--- config.mk ---
export PLATFORM = sky130hd
export DESIGN_NAME = rnd_pair_expander
export DESIGN_NICKNAME = d
export VERILOG_FILES = /design/src/rtl/rnd_pair_expander.sv
export SDC_FILE = /design/constraint.sdc
export NUM_CORES = 1
export LEC_CHECK = 0
export CAP_MARGIN = 40
export CORE_MARGIN = 2
export CORE_UTILIZATION = 30
export CTS_CLUSTER_SIZE = 40
export DETAILED_ROUTE_END_ITERATION = 8
export GPL_TIMING_DRIVEN = 0
export PLACE_DENSITY = 0.51
export SLEW_MARGIN = 20
export SYNTH_ARGS = -nofsm -noshare
export SYNTH_HDL_FRONTEND = slang
export SYNTH_SLANG_ARGS = --single-unit
--- constraint.sdc ---
create_clock -name clk -period 7.45 [get_ports clk]
set_input_delay 1.49 -clock clk [delete_from_list [all_inputs] [get_ports clk]]
set_output_delay 1.49 -clock clk [all_outputs]
set_load 0.005 [all_outputs]
--- src/rtl/rnd_pair_expander.sv ---
// rnd_pair_expander
// Takes one RNDSIZE-bit raw random word per frame and expands it into the
// RW = RNDSIZE*(RNDSIZE-1)/2 pairwise XOR bits used by the segment random
// switch. Pair k enumerates (i,j), i<j, i-major, and out_r[k] = a[i] ^ a[j].
// Each EXPAND cycle produces up to PPC pairs. Valid/ready handshakes on both
// sides decouple the RNG source from the frame consumer.
module rnd_pair_expander #(
    parameter int RNDSIZE = 8,
    parameter int PPC     = 4,
    // Derived output width; kept local so it always tracks RNDSIZE.
    localparam int RW     = RNDSIZE * (RNDSIZE - 1) / 2
) (
    input  logic               clk,
    input  logic               rst,
    input  logic               in_valid,
    output logic               in_ready,
    input  logic [RNDSIZE-1:0] in_rnd,
    output logic               out_valid,
    input  logic               out_ready,
    output logic [RW-1:0]      out_r,
    output logic               busy
);

    // k must be able to hold RW itself, the value reached after the last step.
    localparam int KW = (RW < 2) ? 1 : $clog2(RW + 1);
    // i/j must be able to hold RNDSIZE, reached when the walk runs off the end.
    localparam int IW = $clog2(RNDSIZE + 1);

    typedef enum logic [1:0] {
        IDLE   = 2'd0,
        EXPAND = 2'd1,
        DONE   = 2'd2
    } state_t;

    state_t              state_q;
    logic [RNDSIZE-1:0]  a_q;
    logic [RW-1:0]       r_q;
    logic [RW-1:0]       r_d;
    logic [KW-1:0]       k_q;
    logic [KW-1:0]       k_d;
    logic [IW-1:0]       i_q;
    logic [IW-1:0]       i_d;
    logic [IW-1:0]       j_q;
    logic [IW-1:0]       j_d;
    logic                out_valid_q;
    logic                in_ready_q;
    logic                busy_q;

    // One EXPAND step: write up to PPC pairs starting at k, stop at RW.
    always_comb begin
        r_d = r_q;
        k_d = k_q;
        i_d = i_q;
        j_d = j_q;
        for (int p = 0; p < PPC; p++) begin
            if (int'(k_d) < RW) begin
                r_d[k_d] = a_q[i_d] ^ a_q[j_d];
                k_d      = k_d + KW'(1);
                if (j_d == IW'(RNDSIZE - 1)) begin
                    // End of row i: the next row starts at (i+1, i+2).
                    i_d = i_d + IW'(1);
                    j_d = i_d + IW'(1);
                end else begin
                    j_d = j_d + IW'(1);
                end
            end
        end
    end

    // Control FSM with registered handshake/status flags.
    always_ff @(posedge clk) begin
        if (rst) begin
            state_q     <= IDLE;
            out_valid_q <= 1'b0;
            in_ready_q  <= 1'b1;
            busy_q      <= 1'b0;
            r_q         <= '0;
            k_q         <= '0;
            i_q         <= '0;
            j_q         <= IW'(1);
        end else begin
            case (state_q)
                IDLE: begin
                    if (in_valid) begin
                        a_q        <= in_rnd;
                        r_q        <= '0;
                        k_q        <= '0;
                        i_q        <= '0;
                        j_q        <= IW'(1);
                        state_q    <= EXPAND;
                        in_ready_q <= 1'b0;
                        busy_q     <= 1'b1;
                    end
                end
                EXPAND: begin
                    r_q <= r_d;
                    k_q <= k_d;
                    i_q <= i_d;
                    j_q <= j_d;
                    if (k_d == KW'(RW)) begin
                        state_q     <= DONE;
                        out_valid_q <= 1'b1;
                    end
                end
                DONE: begin
                    // r_q is left alone so out_r holds until the next accept.
                    if (out_ready) begin
                        state_q     <= IDLE;
                        out_valid_q <= 1'b0;
                        in_ready_q  <= 1'b1;
                        busy_q      <= 1'b0;
                    end
                end
                default: begin
                    state_q     <= IDLE;
                    out_valid_q <= 1'b0;
                    in_ready_q  <= 1'b1;
                    busy_q      <= 1'b0;
                end
            endcase
        end
    end

    assign out_r     = r_q;
    assign out_valid = out_valid_q;
    assign in_ready  = in_ready_q;
    assign busy      = busy_q;

endmodule
==> impl_summary.log <==
[metrics] outcome: finished clean
[metrics] Maximum Capacitance Violations: 0
[metrics] clock period minus worst slack: 6.89 ns
[metrics] Commonest cells post-synth: sky130_fd_sc_hd__a21oi_1 (92), sky130_fd_sc_hd__nor2_1 (92), sky130_fd_sc_hd__nand2_1 (75)
[metrics] setup TNS: 0 ns
[metrics] post-synthesis register bit count: 54
[metrics] Via-to-Cell Ratio: 6.07
[metrics] insertion delay of the later-clocked pin in the worst-skew pair: 0.31 ns
[metrics] pin count of the biggest net entering global routing: 20
[metrics] library cell with the largest summed area after synthesis: sky130_fd_sc_hd__dfxtp_1
[metrics] number of placed instances with taps included: 1,157
[metrics] Hold Path Depth: 2
[metrics] number of buffers inserted during clock tree synthesis: 5
[metrics] endpoint required time on the critical path: 7.67 ns
[metrics] kind of end point of the critical path: register
[metrics] setup repair after global routing missed its margin: no
[metrics] clock-pin slew on the worst setup and hold paths: 0.09 ns
[metrics] slew margin rel.: 0.392
[metrics] overall power consumption: 0.000942 W
[metrics] number of global-route vias before repair: 6,424
[metrics] fin. max-slew vios: 0
[metrics] sequential fraction of the synthesis area: 0.181
[metrics] cell count after synthesis: 837
[metrics] proportion of synthesized flip-flops having asynchronous set or reset: 0
[metrics] CTS H-tree lvls: 2
[metrics] antenna cell count: 0
[metrics] number of unique standard cell types used by synthesis: 78
[metrics] buffer depth of the longest clock path: 2
[metrics] wire length of the first global-routing pass: 38,400 µm
[metrics] Worst setup SP type: register
[metrics] via count: 7,081
[metrics] width of the die: 150 µm
[metrics] global placer's final weighted congestion: 0.989
[metrics] cell occurring most often along the worst timing path: sky130_fd_sc_hd__ha_1
[metrics] number of synthesis warnings: 0
[metrics] cell area power density: 128 nW/µm²
[metrics] Congestion Overflow GR: 0
[metrics] share of the synthesized area in the top cell type: 0.144
[metrics] post-route clock skew: 0.0125 ns
[metrics] count of routing violations after the opening detailed-route iteration: 818
[metrics] number of cell rows: 53
[metrics] Final setup violation count: 0
[metrics] worst voltage drop across the vdd grid: 96.9 µV
[metrics] fraction of final layout cells with drive strength greater than 1: 0.104
[metrics] count of hold-fix buffers inserted at cts: 0
[metrics] sequence of cells on the critical path: ha_1 -> o31a_1 -> ha_1 -> nor2b_1 -> mux2_2 -> nor3_1 -> buf_2 -> nor4_4 -> a21oi_1 -> ha_1 -> mux2i_1 -> mux2_2 -> a211oi_1 -> a2111oi_0 -> a2111oi_0 -> o22ai_1 -> xnor2_2 -> and3_1 -> clkbuf_1 -> a221oi_1 -> a311oi_2
[metrics] layout-stage area growth over the synthesis result: 15.1%
[metrics] count of pins on the block boundary: 43
[metrics] largest stage delay on the critical path: 0.51 ns
[metrics] number of detailed-routing iterations run before antenna repair: 6
[metrics] number of antenna-violating nets in the routed design: 0
[metrics] Final Net Count: 926
[metrics] Tightest Pin Transition: 0.901 ns
[metrics] final core area utilization: 0.351
[metrics] TritonCTS clock tree: done
[metrics] Area contributors post-synth: sky130_fd_sc_hd__dfxtp_1 (14%), sky130_fd_sc_hd__a21oi_1 (7.2%), sky130_fd_sc_hd__a221oi_1 (6.1%)
[metrics] drt total wl: 24,900 µm
[metrics] startpoint-to-endpoint class of the critical path: reg -> reg
[metrics] nets in the synthesized netlist: 873
[metrics] Root Buffer Master: sky130_fd_sc_hd__clkbuf_16
[metrics] summed instance area of the synthesized netlist: 6420 µm²
[metrics] final critical-path share of the clock period: 0.924
[metrics] worst-path fanout max: 10
[metrics] Lkg Pwr: 2.52 nW
[metrics] Fmax achieved: 0.145 GHz
[metrics] slowest stage cell on the critical path: sky130_fd_sc_hd__mux2i_1
[metrics] critical path arrival: 7.11 ns
[metrics] Sinks on Clock Net: 54
[metrics] global routing usage summed across all routing layers: 0.219
[metrics] cells on worst reg2reg path: 21
[metrics] HPWL after detailed placement: 18,700 µm
[metrics] number of enable-type register cells in the synthesized netlist: 8
[metrics] post-layout instance count excluding filler cells: 1,166
[metrics] initial core utilization: 0.305
[metrics] Die Span Y: 150 µm
[metrics] die footprint: 22,600 µm²
[metrics] Core Box Area: 21,000 µm²
[metrics] Tightest Hold Check Type: reg -> reg
[metrics] leading register cell type out of synthesis: sky130_fd_sc_hd__dfxtp_1
[metrics] Avg Cell Area, Syn: 7.67 µm²
[metrics] PortBufs: 42
[metrics] number of failing hold endpoints at the final stage: 0
[metrics] initial antenna violation count: 0
[metrics] routed length per instance: 21.3 µm
[metrics] number of design rule violations left after detail routing: 0
==> cells by family (layout without fill, tap and decap cells) <==
kind of cell    after synthesis  count (layout)  share of synthesized area
mux                          48              48                     0.0985
compound gates              293             293                      0.344
buf+inv                      81             135                     0.0530
flops                        54              54                      0.181
fa+ha+maj                    24              24                     0.0468
xor+xnor                     31              31                     0.0447
simple gates                306             306                      0.232
==> critical path: cells and delay by family (launching register included) <==
kind,cells,cell delay [ns]
xor gates and xnor gates,1,0.43
DFF,1,0.46
and+or+nand+nor,4,0.75
buffers and inverters,2,0.84
muxes,3,1.18
AOI/OAI and AO/OA,8,2.27
adders and majority gates,3,0.81
==> flip-flops by register name, summed over array words and instances, names as in the netlist <==
register and cells:
out_r 28, a_q 8, k_q 5, i_q 4, j_q 4, state_q 2
busy 1, in_ready 1, out_valid 1
==> metrics by stage <==
step,hold slack (ns),area (µm²),worst slack [ns]
after floorplan,0.453,6420,2.06
after global placement,0.453,7180,0.629
after detailed placement,0.454,7220,0.676
after CTS,0.470,7370,0.546
after global routing,0.491,7380,0.165
final,0.464,7380,0.563
==> placed cells by master, fill, tap and decap left out, types with 18 or more instances in the layout <==
cell,count
sky130_fd_sc_hd__dfxtp_1,46
sky130_fd_sc_hd__mux2i_1,22
sky130_fd_sc_hd__clkdlybuf4s50_1,42
sky130_fd_sc_hd__xnor2_1,18
sky130_fd_sc_hd__clkbuf_1,41
sky130_fd_sc_hd__ha_1,24
sky130_fd_sc_hd__o21ai_0,19
sky130_fd_sc_hd__inv_1,18
sky130_fd_sc_hd__nor2_1,92
sky130_fd_sc_hd__a221oi_1,45
sky130_fd_sc_hd__a311oi_2,20
sky130_fd_sc_hd__a21oi_1,92
sky130_fd_sc_hd__a22oi_1,29
sky130_fd_sc_hd__nor2b_1,27
sky130_fd_sc_hd__nand3_1,41
sky130_fd_sc_hd__nand2_1,75
==> layer usage <==
layer / routed length [µm] / global-route usage / share of wire / up-vias
li1: - / - / - / 3314
met1: 12100 / 0.333 / 0.49 / 3424
met2: 10600 / 0.324 / 0.43 / 313
met3: 1630 / 0.0224 / 0.065 / 30
met4: 468 / 0.0604 / 0.019 / 0
met5: 0 / 0 / 0 / -
==> layout make-up <==
| class | count | area (µm²) |
|---|---|---|
| Buffer | 63 | 273 |
| Clock buffer | 5 | 125 |
| Clock inverter | 3 | 26.3 |
| Fill cell | 2293 | 13600 |
| Inverter | 18 | 67.6 |
| Multi-Input combinational cell | 702 | 4930 |
| Sequential cell | 54 | 1160 |
| Tap cell | 275 | 344 |
| Timing Repair Buffer | 46 | 458 |
==> worst paths after layout <==
kind	start	to	slack [ns]
hold reg to reg	busy	busy	0.46
setup / recovery	i_q[1]	out_r[22]	0.56
hold / removal	busy	busy	0.46
setup reg to reg	i_q[1]	out_r[22]	0.56
==> repair_timing <==
action | 4_1_cts | 5_1_grt
buffers inserted | 0 | 0
endpoints found under the setup margin | 0 | 3
hold endpoints to repair | 0 | 0
gates resized for setup | 0 | 1
==> power breakdown <==
group | internal [W] | switching (W)
sequential | 0.000306 | 0.0000121
clock | 0.000129 | 0.000131
combinational | 0.000127 | 0.000237
No activity file was read; power rests on OpenSTA's default activity.
